===== config.mk =====
export PLATFORM = sky130hd
export DESIGN_NAME = gate_self_test_ctrl_flat
export DESIGN_NICKNAME = d
export VERILOG_FILES = /design/src/rtl/gate_self_test_ctrl_if.sv /design/src/rtl/gate_self_test_ctrl.sv /design/src/flat_wrapper.sv
export SDC_FILE = /design/constraint.sdc
export NUM_CORES = 1
export LEC_CHECK = 0
export ABC_AREA = 1
export CELL_PAD_IN_SITES_DETAIL_PLACEMENT = 1
export CELL_PAD_IN_SITES_GLOBAL_PLACEMENT = 2
export CORE_MARGIN = 4
export CORE_UTILIZATION = 27
export DETAILED_ROUTE_END_ITERATION = 12
export PLACE_DENSITY = 0.82
export SETUP_SLACK_MARGIN = 0.5
export SKIP_LAST_GASP = 1
export SLEW_MARGIN = 0
export SYNTH_ARGS = -nofsm -noshare
export SYNTH_HDL_FRONTEND = slang
export SYNTH_SLANG_ARGS = --single-unit

===== constraint.sdc =====
create_clock -name clk -period 1.8 [get_ports clk]
set_input_delay 0.18 -clock clk [delete_from_list [all_inputs] [get_ports clk]]
set_output_delay 0.18 -clock clk [all_outputs]
set_load 0.05 [all_outputs]

===== src/rtl/gate_self_test_ctrl_if.sv =====
// Signal bundle between the self-test sequencer, its front-panel/bench controller and the gate unit.
// start/abort are levels sampled every edge; start is accepted only while idle, done is a one-cycle pulse.
interface gate_self_test_ctrl_if;
    logic       start;
    logic       abort;
    logic       dut_a;
    logic       dut_b;
    logic       dut_c;
    logic [5:0] dut_y;
    logic       busy;
    logic       done;
    logic       pass;
    logic [3:0] err_count;
    logic       fail_valid;
    logic [2:0] fail_vec;
    logic [5:0] fail_mask;

    modport master (
        output start, abort, dut_y,
        input  dut_a, dut_b, dut_c, busy, done, pass, err_count,
               fail_valid, fail_vec, fail_mask
    );

    modport slave (
        input  start, abort, dut_y,
        output dut_a, dut_b, dut_c, busy, done, pass, err_count,
               fail_valid, fail_vec, fail_mask
    );
endinterface


===== src/rtl/gate_self_test_ctrl.sv =====
// Walks all 8 {a,b,c} vectors through the gate unit and checks its six outputs against a golden model.
// Optional first-failure capture is enabled with GATE_SEQ_FAIL_CAPTURE_EN.
module gate_self_test_ctrl #(
    parameter int unsigned SETTLE_CYCLES = 1
) (
    input  logic                  clk,
    input  logic                  rst_n,
    gate_self_test_ctrl_if.slave  bus,
    output logic [1:0]            dbg_state_o
);
    typedef enum logic [1:0] {
        S_IDLE   = 2'd0,
        S_SETTLE = 2'd1,
        S_CHECK  = 2'd2,
        S_DONE   = 2'd3
    } state_t;

    localparam logic [3:0] SETTLE_LAST = 4'(SETTLE_CYCLES - 1);

    state_t     state_q, state_d;
    logic [2:0] v_q, v_d;
    logic [3:0] cnt_q, cnt_d;
    logic [3:0] err_q, err_d;
    logic       pass_q, pass_d;
    logic [2:0] abc_q, abc_d;
    logic [5:0] golden;
    logic [5:0] diff;
    logic       start_accept;
    logic       check_fire;

    // Golden bit order: [0]=OR [1]=AND [2]=NAND [3]=XOR [4]=NOT(c) [5]=NOR
    assign golden = {~(v_q[2] | v_q[1]), ~v_q[0], v_q[2] ^ v_q[1],
                     ~(v_q[2] & v_q[1]), v_q[2] & v_q[1], v_q[2] | v_q[1]};
    assign diff         = golden ^ bus.dut_y;
    assign start_accept = (state_q == S_IDLE) && bus.start && !bus.abort;
    assign check_fire   = (state_q == S_CHECK) && !bus.abort;

    always_ff @(posedge clk or negedge rst_n) begin
        if (!rst_n) begin
            state_q <= S_IDLE;
            v_q     <= 3'd0;
            cnt_q   <= 4'd0;
            err_q   <= 4'd0;
            pass_q  <= 1'b0;
            abc_q   <= 3'd0;
        end else begin
            state_q <= state_d;
            v_q     <= v_d;
            cnt_q   <= cnt_d;
            err_q   <= err_d;
            pass_q  <= pass_d;
            abc_q   <= abc_d;
        end
    end

    always_comb begin
        state_d = state_q;
        v_d     = v_q;
        cnt_d   = cnt_q;
        err_d   = err_q;
        pass_d  = pass_q;
        abc_d   = abc_q;
        unique case (state_q)
            S_IDLE: begin
                if (start_accept) begin
                    state_d = S_SETTLE;
                    v_d     = 3'd0;
                    cnt_d   = 4'd0;
                    err_d   = 4'd0;
                    pass_d  = 1'b0;
                    abc_d   = 3'd0;
                end
            end
            S_SETTLE: begin
                if (cnt_q == SETTLE_LAST) state_d = S_CHECK;
                else                      cnt_d   = cnt_q + 4'd1;
            end
            S_CHECK: begin
                if (diff != 6'd0) err_d = err_q + 4'd1;
                if (v_q == 3'd7) begin
                    // Pass reflects the final vector's result, so it uses err_d.
                    state_d = S_DONE;
                    pass_d  = (err_d == 4'd0);
                end else begin
                    state_d = S_SETTLE;
                    v_d     = v_q + 3'd1;
                    abc_d   = v_q + 3'd1;
                    cnt_d   = 4'd0;
                end
            end
            S_DONE: begin
                state_d = S_IDLE;
                abc_d   = 3'd0;
            end
        endcase
        // Abort wins over everything: results so far are kept, the in-flight check is dropped.
        if (bus.abort && state_q != S_IDLE) begin
            state_d = S_IDLE;
            v_d     = 3'd0;
            cnt_d   = 4'd0;
            err_d   = err_q;
            pass_d  = pass_q;
            abc_d   = 3'd0;
        end
    end

    assign bus.dut_a     = abc_q[2];
    assign bus.dut_b     = abc_q[1];
    assign bus.dut_c     = abc_q[0];
    assign bus.busy      = (state_q == S_SETTLE) || (state_q == S_CHECK);
    assign bus.done      = (state_q == S_DONE);
    assign bus.pass      = pass_q;
    assign bus.err_count = err_q;
    assign dbg_state_o   = state_q;

`ifdef GATE_SEQ_FAIL_CAPTURE_EN
    logic       fv_q;
    logic [2:0] fvec_q;
    logic [5:0] fmask_q;

    always_ff @(posedge clk or negedge rst_n) begin
        if (!rst_n) begin
            fv_q    <= 1'b0;
            fvec_q  <= 3'd0;
            fmask_q <= 6'd0;
        end else if (start_accept) begin
            fv_q    <= 1'b0;
            fvec_q  <= 3'd0;
            fmask_q <= 6'd0;
        end else if (check_fire && diff != 6'd0 && !fv_q) begin
            fv_q    <= 1'b1;
            fvec_q  <= v_q;
            fmask_q <= diff;
        end
    end

    assign bus.fail_valid = fv_q;
    assign bus.fail_vec   = fvec_q;
    assign bus.fail_mask  = fmask_q;
`else
    assign bus.fail_valid = 1'b0;
    assign bus.fail_vec   = 3'd0;
    assign bus.fail_mask  = 6'd0;
`endif
endmodule


===== src/flat_wrapper.sv =====
// flat-port wrapper written by rule: the top's interface ports become plain ports
module gate_self_test_ctrl_flat 
#(
    parameter int unsigned SETTLE_CYCLES = 1
)
  (clk, rst_n, dbg_state_o, bus_start, bus_abort, bus_dut_y, bus_dut_a, bus_dut_b, bus_dut_c, bus_busy, bus_done, bus_pass, bus_err_count, bus_fail_valid, bus_fail_vec, bus_fail_mask);
  gate_self_test_ctrl_if bus_i ();
  input  logic clk;
  input  logic rst_n;
  output logic [1:0] dbg_state_o;
  input wire logic [$bits(bus_i.start)-1:0] bus_start;
  input wire logic [$bits(bus_i.abort)-1:0] bus_abort;
  input wire logic [$bits(bus_i.dut_y)-1:0] bus_dut_y;
  output wire logic [$bits(bus_i.dut_a)-1:0] bus_dut_a;
  output wire logic [$bits(bus_i.dut_b)-1:0] bus_dut_b;
  output wire logic [$bits(bus_i.dut_c)-1:0] bus_dut_c;
  output wire logic [$bits(bus_i.busy)-1:0] bus_busy;
  output wire logic [$bits(bus_i.done)-1:0] bus_done;
  output wire logic [$bits(bus_i.pass)-1:0] bus_pass;
  output wire logic [$bits(bus_i.err_count)-1:0] bus_err_count;
  output wire logic [$bits(bus_i.fail_valid)-1:0] bus_fail_valid;
  output wire logic [$bits(bus_i.fail_vec)-1:0] bus_fail_vec;
  output wire logic [$bits(bus_i.fail_mask)-1:0] bus_fail_mask;
  assign bus_i.start = bus_start;
  assign bus_i.abort = bus_abort;
  assign bus_i.dut_y = bus_dut_y;
  assign bus_dut_a = bus_i.dut_a;
  assign bus_dut_b = bus_i.dut_b;
  assign bus_dut_c = bus_i.dut_c;
  assign bus_busy = bus_i.busy;
  assign bus_done = bus_i.done;
  assign bus_pass = bus_i.pass;
  assign bus_err_count = bus_i.err_count;
  assign bus_fail_valid = bus_i.fail_valid;
  assign bus_fail_vec = bus_i.fail_vec;
  assign bus_fail_mask = bus_i.fail_mask;
  gate_self_test_ctrl #(.SETTLE_CYCLES(SETTLE_CYCLES)) u_core (.clk(clk), .rst_n(rst_n), .bus(bus_i), .dbg_state_o(dbg_state_o));
endmodule

* Word-level counts from Yosys, hierarchy flattened *
Index checks and enable logic that the tools add are counted.

operators by class
  add/sub/neg operators = 3
  equality and inequality tests = 10
  mux-type cells = 22
  bitwise gates (word level) = 8
  reduce and logical (&&, ||, !) cells = 20

operator list
  kind                   count
  $mux W4                6
  $mux W3                4
  $pmux W4 S3            1
  $pmux W3 S3            1
  $reduce_and A3 Y1      3
  $add A4 B1 Y4 const B  2
  $logic_not A4 Y1       2
  $mux W2                4
  $pmux W2 S4            1
  $pmux W4 S2            1
  $reduce_and A4 Y1      2
  $reduce_bool A4 Y1     2
  $ne A3 B3 Y1 const B   2
  $pmux W3 S2            1
  $reduce_bool A6 Y1     1
  $xor A6 B6 Y6          1
  $eq A2 B2 Y1 const B   2
  $not A1 Y1             4
  $reduce_bool A2 Y1     2
  $add A3 B1 Y3 const B  1
  $eq A3 B3 Y1 const B   1
  $logic_and A1 B1 Y1    3
  $ne A3 B1 Y1 const B   1
  $ne A3 B2 Y1 const B   1
  13 further kinds       14

word-level totals
  flip-flop bits (word level) = 17
  bits of input ports = 10
  output and inout bits = 22
  logic and storage cells = 69

* Logic depth before layout (Yosys ltp) *
  depth in word-level cells = 9
  mapped depth = 12
  depth with buffers taken out = 12

* Least setup slack after synthesis *
OpenSTA, ideal clock, no wires.

  kind = reg-to-reg
  start = register u_core.state_q[0], in the netlist u_core.dbg_state_o[0]
  end = register u_core.cnt_q[3]
  setup time = 0.120 ns
  arrival = 2.030 ns
  required time = 1.680 ns
  path slack = -0.349 ns
  cell stages (with the launch flop) = 9
  buffers on the path = 0
  clock period less this slack = 2.149 ns
  path through = dfrtp_1 inv_1 ha_1 nor3_1 nor2_1 nand2_2 inv_4 nand2_2 and3_1

on the way
  word-level cells in the longest chain between the ends = 5
  elaborated cells between the ends (all ways) = 14
  those cells by class = 5 x eq/ne; 2 x mux; 7 x reduce/logical

ends and longest elaborated chain
  element                             line                                                  text
  start, declared                     gate_self_test_ctrl.sv:20                             state_t state_q, state_d;
  start signal, assigned              gate_self_test_ctrl.sv:47                             state_q <= state_d;
  $logic_not A2 Y1                    gate_self_test_ctrl.sv:35, gate_self_test_ctrl.sv:63
  $logic_and A1 B1 Y1 (2 in series)   gate_self_test_ctrl.sv:35                             assign start_accept = (state_q == S_IDLE) && bus.start && !bus.abort;
  $ne A3 B2 Y1 (no source line)       --
  $reduce_and A4 Y1 (no source line)  --
  end signal, assigned                gate_self_test_ctrl.sv:49                             cnt_q <= cnt_d;
  end, declared                       gate_self_test_ctrl.sv:22                             logic [3:0] cnt_q, cnt_d;

Parallel ways exist; a longest one is shown, timed or not.
A chain may end at the register's enable or synchronous reset.

* Worst setup path after layout *
  start = register u_core.state_q[0], in the netlist u_core.dbg_state_o[0]
  end = register u_core.pass_q, in the netlist u_core.bus.pass

on the way
  word-level cells in the longest chain between the ends = 5
  elaborated cells between the ends (all ways) = 12
  those cells by class = 3 x eq/ne; 1 x mux; 1 x bitwise; 7 x reduce/logical

ends and longest elaborated chain
  element                             line                                                  text
  $logic_not A2 Y1                    gate_self_test_ctrl.sv:35, gate_self_test_ctrl.sv:63
  $logic_and A1 B1 Y1 (2 in series)   gate_self_test_ctrl.sv:35
  $ne A2 B1 Y1 (no source line)       --
  $reduce_and A4 Y1 (no source line)  --
  end signal, assigned                gate_self_test_ctrl.sv:51                             pass_q <= pass_d;
  end, declared                       gate_self_test_ctrl.sv:24                             logic pass_q, pass_d;

Parallel ways exist; a longest one is shown, timed or not.

==> impl_metrics.ini <==
[status]
status = finished clean

[pwr]
internal_power_mw = 1.36
power_density_mw_per_mm2 = 1400
p_leak_nw = 0.917
combPwrFrac_pct = 69.0
ir_drop_mv = 0.896
power_frac_clock_pct = 10.8
p_seq_share_pct = 20.2
p_sw_share_pct = 48.1
p_sw_mw = 1.26
power_mw = 2.63

[logic_synthesis]
avgSynthCellArea_um2 = 7.33
synth_edf_count = 0
yosys_most_used_dff = dfrtp_1
yosysWarningCount = 0
yosysTopAreaCell = dfrtp_1
synth_area_leaders = dfrtp_1, nand2_1, ha_1
synth.most_common_cell = nand2_1
ys_seq_elements = 17
ys_async_sr_fraction_pct = 100
ys_seq_area_share_pct = 33.4
syn_inst = 174
synth_area_mm2 = 0.00127
yosys-top-cells-count = nand2_1, inv_1, dfrtp_1, o21ai_0, ha_1
synth_top_area_share_pct = 33.4
synth.distinct_cells = 27

[worst_setup_path]
critical_path_class = reg -> reg
cp-end-kind = flop
critPathTopFamily = simple AND/OR/NAND/NOR gates
cp_data_arrival_time_ns = 1.79
cp_max_fo = 4
critPathMostFrequentCell = nand2_1
cp_cell_sequence = inv_4 > ha_4 > buf_4 > a21oi_1 > nand2_1 > nor2_1 > nand3_2 > nor2_1 > nand2_1 > nand2_1
crit_start = u_core.dbg_state_o[0]
cp.required_ns = 1.99
critPathBufInv = 2
critical_path.startpoint_type = flop
crit_path_top_delay_cell = dfrtp_2
r2r_start = u_core.dbg_state_o[0]
max_stage_delay_ns = 0.40

[routing]
drtPass1Iterations = 4
wire_per_inst_um = 12.5
vias = 1191
drt_iter0_drc = 23
wl_um = 3380
drc = 0
ant_nets = 0
vias_per_cell = 4.41

[floorplanning]
die_x_um = 76.7
die_h_um = 76.7
start_util_pct = 28.5
row_count = 24
die-area_mm2 = 0.00589
ios = 32
core_area_mm2 = 0.00447

[final_layout]
diodes = 0
finalInstanceArea_mm2 = 0.00188
nets = 240
syn_to_final_growth_pct = 47.7
drive_gt1_share_pct = 39.0

[clocking]
clock_sinks = 17
clockBufferDepth = 2
cts_tree = done
clk_latency_ns = 0.25
clk_pin_slew_ns = 0.07
cts_buffers = 3
cts_root_buf = clkbuf_8
cts_hold_buf = 0
htreeDepth = 1

[placed_design]
dp_hpwl_um = 2250
numPortBuffers = 21
gp_congestion = 0.752
placed_area_mm2 = 0.00156

[flow_run]
cap_violations = 0

[timing]
fmax_mhz = 626
hold_slack_ns = 0.249
setup_viol = 0
fin_skew_ns = 0.00437
rsz0062_at_grt = yes
hold_viol_final = 0
slew_violations = 0
fin_crit_ns = 1.60
finalCritPeriodShare_pct = 88.7
setup_tns_ns = 0

[global_routing]
grt_util_all_layers_pct = 11.5
gr-total-overflow = 0
antenna_found_initial = 0
grt_max_degree = 18
grt_pass1_vias = 1281
grt_pass1_wl_um = 5730

[worst_hold_path]
hold_class = in -> async
==> power groups by stage <==
stage / clock [mW] / combinational [mW] / sequential [mW]
after global placement: 0 / 1.31 / 0.559
after CTS: 0.296 / 1.66 / 0.534
after floorplan: 0 / 0.838 / 0.682
after global routing: 0.317 / 1.99 / 0.548
final: 0.283 / 1.81 / 0.532
after detailed placement: 0 / 1.30 / 0.560
==> cells by family (layout without fill, tap and decap cells) <==
group	count (synthesis)	after routing	share of synthesized area, %
and+or+nand+nor	76	76	26.7
DFF	17	17	33.4
AOI/OAI and AO/OA	26	26	12.3
buffers and inverters	41	76	15.2
other	1	10	0.294
adders and majority gates	11	11	10.8
xor gates and xnor gates	2	2	1.37
==> metal layers <==
layer / GRT usage (%) / routed length (µm) / vias to the layer above
met5: 0 / 0 / -
met4: 2.72 / 44 / 0
met3: 1.87 / 84 / 6
met2: 20.0 / 1610 / 24
met1: 14.8 / 1640 / 546
li1: - / - / 615
==> final cells by class <==
type	instances	area [µm²]
fill	550	2590
multi-input combinational	125	855
sequential	17	429
timing repair buffer	41	363
inverter	31	126
tap	52	65.1
clock buffer	4	45.0
==> timing repair <==
action | CTS | global route
pin swaps | 20 | 19
setup buffers | 14 | 4
endpoints found under the setup margin | 28 | 25
gates resized for setup | 56 | 26
hold endpoints to repair | 0 | 0
==> sequential cells by signal, summed over array words and instances, names as in the netlist <==
register / cells
u_core.cnt_q: 4
u_core.abc_q: 3
u_core.bus.pass: 1
u_core.v_q: 3
u_core.bus.err_count: 4
u_core.dbg_state_o: 2
==> placed cells by master, fill, tap and decap left out, types with 3 or more instances in the layout <==
| cell type | synthesis | routed |
|---|---|---|
| nand2_1 | 47 | 37 |
| inv_1 | 27 | 21 |
| buf_4 | 10 | 15 |
| dfrtp_1 | 17 | 14 |
| nand2_2 | 4 | 10 |
| conb_1 | 1 | 10 |
| o21ai_1 | 2 | 9 |
| clkdlybuf4s50_1 | 0 | 9 |
| nand3_1 | 10 | 7 |
| inv_2 | 3 | 6 |
| o21ai_0 | 17 | 6 |
| buf_6 | 0 | 6 |
| nor2_1 | 7 | 5 |
| nand2_4 | 1 | 5 |
| ha_1 | 11 | 5 |
| clkbuf_2 | 0 | 5 |
| inv_4 | 1 | 4 |
| o21ai_2 | 0 | 4 |
| ha_4 | 0 | 4 |
| nand3_2 | 1 | 3 |
| clkbuf_8 | 0 | 3 |
| clkdlybuf4s15_2 | 0 | 3 |
| dfrtp_2 | 0 | 3 |
==> worst reg2reg max path, cell delays in order, from the launching register on <==
cell	delay [ns]
dfrtp_2	0.40
inv_4	0.05
ha_4	0.16
buf_4	0.14
a21oi_1	0.24
nand2_1	0.11
nor2_1	0.14
nand3_2	0.08
nor2_1	0.10
nand2_1	0.06
nand2_1	0.06
==> path summary, 6_finish.rpt <==
| kind | slack [ns] | cells past startpoint | endpoint |
|---|---|---|---|
| max | 0.20 | 10 | u_core.bus.pass |
| min | 0.25 | 2 | u_core.dbg_state_o[0] |
| max reg2reg | 0.20 | 10 | u_core.bus.pass |
| min reg2reg | 0.49 | 2 | u_core.abc_q[0] |
| max in group asynchronous | 1.34 | 2 | u_core.v_q[1] |
| min in group clk | 0.49 | 2 | u_core.abc_q[0] |
==> stage by stage <==
stage,worst slack (ns),cells,utilization (%)
floorplan,0.125,183,-
global placement,0.137,248,34.8
detailed placement,0.123,248,34.8
CTS,0.168,266,40.4
global route,0.0269,270,42.1
finish,0.203,270,42.1
Note: power is estimated with default switching activity, not from simulation.
